$ cat config.mk
export PLATFORM = sky130hd
export DESIGN_NAME = reu_dma_regs
export DESIGN_NICKNAME = d
export VERILOG_FILES = /design/src/rtl/reu_pkg.sv /design/src/rtl/reu_counter.sv /design/src/rtl/reu_dma_regs.sv
export SDC_FILE = /design/constraint.sdc
export NUM_CORES = 1
export LEC_CHECK = 0
export BUFFER_PORTS_ARGS = -buffer_cell sky130_fd_sc_hd__buf_2
export CAP_MARGIN = 10
export CORE_MARGIN = 2
export CORE_UTILIZATION = 60
export CTS_CLUSTER_DIAMETER = 50
export DETAILED_ROUTE_END_ITERATION = 7
export HOLD_SLACK_MARGIN = 0.05
export PLACE_DENSITY_LB_ADDON = 0.12
export SLEW_MARGIN = 0
export SYNTH_ARGS = -nofsm -noshare
export SYNTH_HDL_FRONTEND = slang
export SYNTH_SLANG_ARGS = --single-unit
$ cat constraint.sdc
create_clock -name PHI2 -period 3.05 [get_ports PHI2]
set_clock_uncertainty 0.05 [all_clocks]
set_input_delay 0.61 -clock PHI2 [delete_from_list [all_inputs] [get_ports PHI2]]
set_output_delay 0.61 -clock PHI2 [all_outputs]
set_load 0.02 [all_outputs]
$ cat src/rtl/reu_pkg.sv
// reu_pkg: register indices and transfer-type encoding shared by the REU register block
package reu_pkg;
  localparam logic [4:0] REG_STATUS   = 5'h00;
  localparam logic [4:0] REG_CMD      = 5'h01;
  localparam logic [4:0] REG_CA_LO    = 5'h02;
  localparam logic [4:0] REG_CA_HI    = 5'h03;
  localparam logic [4:0] REG_REUA_LO  = 5'h04;
  localparam logic [4:0] REG_REUA_MID = 5'h05;
  localparam logic [4:0] REG_REUA_HI  = 5'h06;
  localparam logic [4:0] REG_LEN_LO   = 5'h07;
  localparam logic [4:0] REG_LEN_HI   = 5'h08;
  localparam logic [4:0] REG_IRQMASK  = 5'h09;
  localparam logic [4:0] REG_ADDRCTL  = 5'h0A;
  typedef enum logic [1:0] {STASH = 2'd0, FETCH = 2'd1, SWAP = 2'd2, VERIFY = 2'd3} xfer_type_e;
endpackage

$ cat src/rtl/reu_counter.sv
// reu_counter: byte-writable up/down counter with a shadow copy for autoload
module reu_counter #(
  parameter int W = 16,
  parameter bit DOWN = 1'b0,
  parameter logic [W-1:0] RST_VAL = '0,
  localparam int NB = (W + 7) / 8
) (
  input  logic          clk,
  input  logic          rst,
  input  logic [NB-1:0] i_we,
  input  logic [7:0]    i_wd,
  input  logic          i_reload,
  input  logic          i_step,
  output logic [W-1:0]  o_q
);
  logic [W-1:0] r_q, r_sh, w_mask, w_data;
  for (genvar b = 0; b < W; b++) begin : g_bit
    assign w_mask[b] = i_we[b/8];
    assign w_data[b] = i_wd[b%8];
  end
  // a byte write beats reload, reload beats step; writes also refresh the shadow
  always_ff @(negedge clk) begin
    if (rst) begin
      r_q  <= RST_VAL;
      r_sh <= RST_VAL;
    end else if (|i_we) begin
      r_q  <= (r_q & ~w_mask) | (w_data & w_mask);
      r_sh <= (r_sh & ~w_mask) | (w_data & w_mask);
    end else if (i_reload) r_q <= r_sh;
    else if (i_step) r_q <= DOWN ? r_q - 1'b1 : r_q + 1'b1;
  end
  assign o_q = r_q;
endmodule

$ cat src/rtl/reu_dma_regs.sv
// reu_dma_regs: REU DMA register file with address/length counters, status and interrupt
module reu_dma_regs
  import reu_pkg::*;
#(
  parameter int REUA_W = 19,
  parameter logic [3:0] VERSION = 4'h0,
  parameter logic SIZE_BIT = 1'b1
) (
  input  logic              PHI2,
  input  logic              Reset,
  input  logic              RegRD,
  input  logic              RegWR,
  input  logic [4:0]        A,
  input  logic [7:0]        WRD,
  output logic [7:0]        RDD,
  input  logic              NextCA,
  input  logic              NextREUA,
  input  logic              XferEnd,
  input  logic              VerifyErr,
  output logic              IRQ,
  output logic              Execute,
  output logic              FF00Decode,
  output logic [1:0]        XferType,
  output logic [15:0]       CAOut,
  output logic [REUA_W-1:0] REUAOut,
  output logic              Length1
);
  logic r_exec, r_auto, r_nff00, r_ie, r_eobm, r_vem, r_ip, r_eob, r_fault;
  logic [1:0] r_inc;
  xfer_type_e r_xfer;
  logic [1:0] w_ca_we, w_len_we;
  logic [2:0] w_reua_we;
  logic [15:0] w_len;
  logic [23:0] w_reua_ext;
  logic w_wr_cmd, w_clr, w_reload, w_set_ip;
  assign w_wr_cmd  = RegWR && A == REG_CMD;
  assign w_clr     = RegRD && A == REG_STATUS;
  assign w_reload  = XferEnd && r_auto;
  assign w_set_ip  = r_ie && ((XferEnd && r_eobm) || (VerifyErr && r_vem));
  assign w_ca_we   = {RegWR && A == REG_CA_HI, RegWR && A == REG_CA_LO};
  assign w_reua_we = {RegWR && A == REG_REUA_HI, RegWR && A == REG_REUA_MID, RegWR && A == REG_REUA_LO};
  assign w_len_we  = {RegWR && A == REG_LEN_HI, RegWR && A == REG_LEN_LO};
  // a CA write cancels the whole NextCA beat, so Length holds as well
  reu_counter #(.W(16), .DOWN(1'b0), .RST_VAL(16'h0000)) u_ca (
    .clk(PHI2), .rst(Reset), .i_we(w_ca_we), .i_wd(WRD), .i_reload(w_reload),
    .i_step(NextCA && !r_inc[1]), .o_q(CAOut)
  );
  reu_counter #(.W(REUA_W), .DOWN(1'b0), .RST_VAL('0)) u_reua (
    .clk(PHI2), .rst(Reset), .i_we(w_reua_we), .i_wd(WRD), .i_reload(w_reload),
    .i_step(NextREUA && !r_inc[0]), .o_q(REUAOut)
  );
  reu_counter #(.W(16), .DOWN(1'b1), .RST_VAL(16'hFFFF)) u_len (
    .clk(PHI2), .rst(Reset), .i_we(w_len_we), .i_wd(WRD), .i_reload(w_reload),
    .i_step(NextCA && !(|w_ca_we)), .o_q(w_len)
  );
  // command, mask and address-control registers
  always_ff @(negedge PHI2) begin
    if (Reset) begin
      r_exec  <= 1'b0;
      r_auto  <= 1'b0;
      r_nff00 <= 1'b1;
      r_xfer  <= STASH;
      r_ie    <= 1'b0;
      r_eobm  <= 1'b0;
      r_vem   <= 1'b0;
      r_inc   <= 2'b00;
    end else begin
      if (XferEnd || VerifyErr) r_exec <= 1'b0;
      else if (w_wr_cmd) r_exec <= WRD[7];
      if (w_wr_cmd) begin
        r_auto  <= WRD[5];
        r_nff00 <= WRD[4];
        r_xfer  <= xfer_type_e'(WRD[1:0]);
      end
      if (RegWR && A == REG_IRQMASK) {r_ie, r_eobm, r_vem} <= WRD[7:5];
      if (RegWR && A == REG_ADDRCTL) r_inc <= WRD[7:6];
    end
  end
  // status flags: a status read clears them and swallows any same-cycle event
  always_ff @(negedge PHI2) begin
    if (Reset || w_clr) begin
      r_ip    <= 1'b0;
      r_eob   <= 1'b0;
      r_fault <= 1'b0;
    end else begin
      r_ip    <= r_ip || w_set_ip;
      r_eob   <= r_eob || XferEnd;
      r_fault <= r_fault || VerifyErr;
    end
  end
  // combinational register read mux
  always_comb begin
    w_reua_ext = '1;
    w_reua_ext[REUA_W-1:0] = REUAOut;
    case (A)
      REG_STATUS:   RDD = {r_ip, r_eob, r_fault, SIZE_BIT, VERSION};
      REG_CMD:      RDD = {r_exec, 1'b1, r_auto, r_nff00, 2'b11, r_xfer};
      REG_CA_LO:    RDD = CAOut[7:0];
      REG_CA_HI:    RDD = CAOut[15:8];
      REG_REUA_LO:  RDD = w_reua_ext[7:0];
      REG_REUA_MID: RDD = w_reua_ext[15:8];
      REG_REUA_HI:  RDD = w_reua_ext[23:16];
      REG_LEN_LO:   RDD = w_len[7:0];
      REG_LEN_HI:   RDD = w_len[15:8];
      REG_IRQMASK:  RDD = {r_ie, r_eobm, r_vem, 5'b11111};
      REG_ADDRCTL:  RDD = {r_inc, 6'b111111};
      default:      RDD = 8'hFF;
    endcase
  end
  assign IRQ        = r_ip;
  assign Execute    = r_exec;
  assign FF00Decode = !r_nff00;
  assign XferType   = r_xfer;
  assign Length1    = w_len == 16'h0001;
endmodule

==> run metrics, run 1 <==
outcome stopped before the end; Halt Stage clock tree synthesis (4_1_cts); error msg [ERROR DPL-0038] Utilization greater than 100%, impossible to legalize; dpl hpwl between 15 and 20 mm; Ys Warns 0; #FFs+latches synth 115; top-count cell post-synth nand2_1; number of distinct library cells after synthesis approximately 80; Post-Syn Area a little under 0.007 sq mm; Clock Sinks 115; Die W ~110 microns; row cnt 38; list of most frequent post-synthesis cells 139 x nand2_1, 115 x dfxtp_1, 87 x a21oi_1, 73 x nor2_1, 48 x o21ai_0; cells after synthesis slightly below 900; I/O pin count 70; Main synth FF type dfxtp_1; dominant cells by area after synthesis dfxtp_1 34%, nand2_1 7.7%, a21oi_1 6.4%; Yosys top cell area share between 30% and 40%; Mapped Nets between 900 and 1,000; post-CTS sizing roughly 340; Initial Util about 62%; H-tree depth 4; postcts setup bufs between 70 and 80; Clock Tree Root clkbuf_16; CTS Hold Bufs 0; count of flip-flops with a built-in enable after synthesis 0; fraction of registers with async set or reset after synthesis 0%; port bufs 69; clock buffer depth 2; Seq/Total Area, Yosys 34.0%; cell taking the most area after synthesis dfxtp_1; CTS buffer count 17; dpl ws -0.704 ns; Die Span Y roughly 110 microns; GPL Wtd Cong around 1.0; Avg Cell Area, Syn 7.73 sq um
==> kinds of logic after synthesis <==
group | synth area share [%]
buf+inv | 5.60
compound gates | 26.6
simple gates | 26.3
xor+xnor | 4.52
fa+ha+maj | 0.739
mux | 2.23
flops | 34.0
==> per-stage QoR <==
stage          hold WS, ns  setup TNS, ns  std cells  instance area [sq um]
2_1_floorplan        0.378         -28.21        876                   7420
3_5_place_dp         0.396         -66.39       1208                   9060
3_3_place_gp         0.388         -61.01       1208                   9060
==> inputs of run 2 (changes only) <==
CORE_UTILIZATION = 40   (was 60)
CTS_CLUSTER_DIAMETER = not set   (was 50)
HOLD_SLACK_MARGIN = not set   (was 0.05)
PLACE_DENSITY_LB_ADDON = 0.15   (was 0.12)
==> run 2 against run 1 <==
  * The flow now finishes, with violations (setup timing)
  * Synthesized cell count did not move
  * Area after synthesis did not move
==> run metrics, run 2 <==
outcome complete, but fails checks; failing checks setup timing; #FFs+latches synth 115 (unchanged); port bufs 69 (unchanged); Final ANT Viol Nets 0; CP required between 2 and 2.5 ns; # Max-Cap Violations 0; flop-to-flop setup slack about 0.85 ns; Clock Tree Root clkbuf_16; largest family of logic cells by synthesized area compound AO/OA/AOI/OAI gates; simple logic cell fraction of the synthesized area 26.3% (unchanged); Critical Path Fanout Max 2; CP peak stage delay between 0.3 and 0.4 ns; total gr overflow 0; cell taking the most area after synthesis dfxtp_1; largest net degree at the start of global routing 54; cells after synthesis 876 (unchanged); RSZ-0062 raised after global routing yes; dominant cells by area after synthesis dfxtp_1 34%, nand2_1 7.7%, a21oi_1 6.4%; H-tree depth 4 (unchanged); worst slew pin tran roughly 0.48 ns; Fin Setup TNS -18.78 ns; CP arrival about 3.5 ns; # DRC 0; Seq/Total Area, Yosys 34.0% (unchanged); list of most frequent post-synthesis cells 139 x nand2_1, 115 x dfxtp_1, 87 x a21oi_1, 73 x nor2_1, 48 x o21ai_0; Hold Path Depth 2; Total Nets Final 1,340; clock buffer depth 2 (unchanged); hold_ws 0.399 ns; vias in the first global route around 8,600; Yosys top cell area share 34.0% (unchanged); DIE AREA approximately 0.018 sq mm; I/O pin count 70 (unchanged); fin util between 70% and 80%; post-synthesis mux area share 2.23% (unchanged); row cnt 47 (+24%); WL/cell about 21 microns; setup ws final -1.06 ns; power density over the cells about 430 mW/mm^2; share of cells above drive strength 1 48.3%; first-pass GRT wire length around 46 mm; peak supply drop ~0.5 mV; fraction of registers with async set or reset after synthesis 0% (unchanged); XOR/XNOR Fraction of Synth Area 4.52% (unchanged); dpl hpwl 20.0 mm (+1.7%); Die Span Y 134 microns (+22%); GPL Wtd Cong 0.973 (-7.0%); Via density slightly below 6; worst reg2reg path depth 9; CP max stage cell a222oi_1; Power Total ~5.4 mW; CTS tree yes; Mapped Nets 901 (unchanged); Die W 134 microns (+22%); DR pass1 iterations 5; CTS buffer count 17 (unchanged); endpoints failing setup roughly 100; crit-path cells and3_1 > a31o_2 > a222oi_1 > nand4b_1 > buf_2; crit-path leading delay family compound AO/OA/AOI/OAI gates; most common cell after layout, fill and taps aside buf_4; # diodes 0; core area between 0.015 and 0.02 sq mm; Adder-Cell Fraction of Synth Area 0.739% (unchanged); GR Util All Layers between 30% and 40%; fillcell total about 1,100; Initial Util 40.9% (-21 points); critical path buffer and inverter count 1; Max-slew headroom around two thirds; Clock Sinks 115 (unchanged); Pleak between 5 and 6 nW; Pins Over Slew Limit 0; Setup crit start kind flop; Main synth FF type dfxtp_1; P&R area growth vs syn 87.6%; top-count cell post-synth nand2_1; Worst Hold Class reg2reg; most frequent cells in the layout 190 x buf_4, 126 x inv_1, 121 x buf_6; via count 9,185; clock transition at the registers of the reported paths approximately 0.040 ns; Hold Fails Final Rpt 0; WS Path Type reg2out; Avg Cell Area, Syn 7.73 sq um (unchanged); number of DRC markers in iteration 0 1,001; number of distinct library cells after synthesis 81 (unchanged); Post-Syn Area 0.00678 sq mm (unchanged); Skew-Pair Late Insertion Delay ~0.48 ns; Worst setup EP type output port; Routed WL about 33 mm; Ys Warns 0 (unchanged); count of flip-flops with a built-in enable after synthesis 0 (unchanged); Compound-Gate Fraction of Synth Area 26.6% (unchanged); antenna violations before repair 0
-- run 2: tightest hold or removal path, delay by kind of cell, from the launching register on --
kind             cells  cell delay, ns
AND/OR/NAND/NOR      1            0.05
flip-flops           1            0.29
AO/OA/AOI/OAI        1            0.05
-- run 2: through the flow --
step,cell area [sq um],instances,setup slack [ns]
finish,12700,1548,-1.06
global route,12700,1548,-1.10
CTS,11800,1513,-1.06
detailed placement,9450,1318,-0.798
global placement,9450,1318,-0.805
floorplan,7420,876,-0.479
-- run 2: layout make-up --
cell class,instances,area (sq um),area share (%)
Multi-Input combinational cell,682,5200,40.9
Timing Repair Buffer,371,3750,29.5
Sequential cell,115,2400,18.9
Clock inverter,130,604,4.76
Clock buffer,17,425,3.35
Tap cell,220,275,2.17
Inverter,13,50.0,0.394
-- run 2: cell families after synthesis --
family / count (synthesis)
AO/OA/AOI/OAI: 267
buffers and inverters: 82
flip-flops: 115
adder cells (fa/ha/maj): 4
multiplexers: 15
AND/OR/NAND/NOR: 358
XOR/XNOR: 35
-- run 2: worst max-delay path by stage --
stage | end | slack, ns | cells past startpoint | start
after global placement | flop | -0.81 | 7 | A[1]
after CTS | RDD[7] | -1.06 | 5 | Execute$_SDFFE_NP0P_
after floorplan | Length1 | -0.48 | 3 | flop
after global routing | RDD[7] | -1.10 | 5 | Execute$_SDFFE_NP0P_
after detailed placement | flop | -0.80 | 7 | A[1]
final | RDD[7] | -1.06 | 5 | Execute$_SDFFE_NP0P_
-- run 2: what timing repair did --
action	in CTS	in global routing
cloned	6	3
gates resized for setup	273	144
setup buffers	48	47
endpoints found under the setup margin	152	122
endpoints found under the hold margin	0	0
pin swaps	45	57
hold buffers	0	0
-- run 2: report_power, final --
group	leakage [nW]	internal [mW]	switching [mW]	total (mW)
Clock	0.908	1.43	1.30	2.73
Sequential	0.952	1.56	0.0532	1.62
Combinational	3.89	0.535	0.556	1.09
Total	5.75	3.53	1.91	5.44
-- run 2: per-layer routing --
layer | vias up | global-route usage, % | part of all wire [%]
met5 | - | 0 | 0
met4 | 0 | 16.5 | 4.0
met3 | 106 | 10.7 | 11
met2 | 602 | 51.5 | 47
met1 | 4379 | 42.5 | 39
li1 | 4098 | - | -
(Power assumes the default switching activity.)
==> inputs of run 3 (changes only) <==
CORE_UTILIZATION = 57   (was 40)
CTS_CLUSTER_DIAMETER = 150   (was not set)
==> run 3 against run 2 <==
  * The flow now stops in clock tree synthesis (4_1_cts)
  * Area after synthesis unchanged
  * Synthesized cell count unchanged
==> run metrics, run 3 <==
Clock Sinks 115 (unchanged); cell taking the most area after synthesis dfxtp_1; top-count cell post-synth nand2_1; outcome stopped before the end; list of most frequent post-synthesis cells 139 x nand2_1, 115 x dfxtp_1, 87 x a21oi_1, 73 x nor2_1, 48 x o21ai_0; fraction of registers with async set or reset after synthesis 0% (unchanged); post-CTS sizing 352 (+29%); error msg [ERROR DPL-0038] Utilization greater than 100%, impossible to legalize; H-tree depth 4 (unchanged); row cnt 39 (-17%); Yosys top cell area share 34.0% (unchanged); port bufs 69 (unchanged); clock buffer depth 2 (unchanged); GPL Wtd Cong 0.975 (+0.28%); Seq/Total Area, Yosys 34.0% (unchanged); dpl hpwl 19.3 mm (-3.9%); I/O pin count 70 (unchanged); postcts setup bufs 61 (+27%); Halt Stage clock tree synthesis (4_1_cts); Die W 113 microns (-16%); Main synth FF type dfxtp_1; dominant cells by area after synthesis dfxtp_1 34%, nand2_1 7.7%, a21oi_1 6.4%; CTS Hold Bufs 0 (unchanged); Ys Warns 0 (unchanged); Mapped Nets 901 (unchanged); Initial Util 58.8% (+18 points); cells after synthesis 876 (unchanged); Die Span Y 113 microns (-16%); #FFs+latches synth 115 (unchanged); Avg Cell Area, Syn 7.73 sq um (unchanged); Clock Tree Root clkbuf_16; number of distinct library cells after synthesis 81 (unchanged); count of flip-flops with a built-in enable after synthesis 0 (unchanged); Post-Syn Area 0.00678 sq mm (unchanged); CTS buffer count 17 (unchanged)
[run 3: cells by family after synthesis]
logic type	synth area share (%)
and+or+nand+nor	26.3
adders and majority gates	0.739
buffers and inverters	5.60
xor gates and xnor gates	4.52
AOI/OAI and AO/OA	26.6
muxes	2.23
DFF	34.0
[run 3: metrics by stage]
step                      TNS, ns  cell area, sq um  hold slack (ns)  instances  setup WS [ns]
after detailed placement   -66.60              9100            0.395       1221         -0.737
after global placement     -61.37              9100            0.390       1221         -0.695
after floorplan            -28.21              7420            0.378        876         -0.479
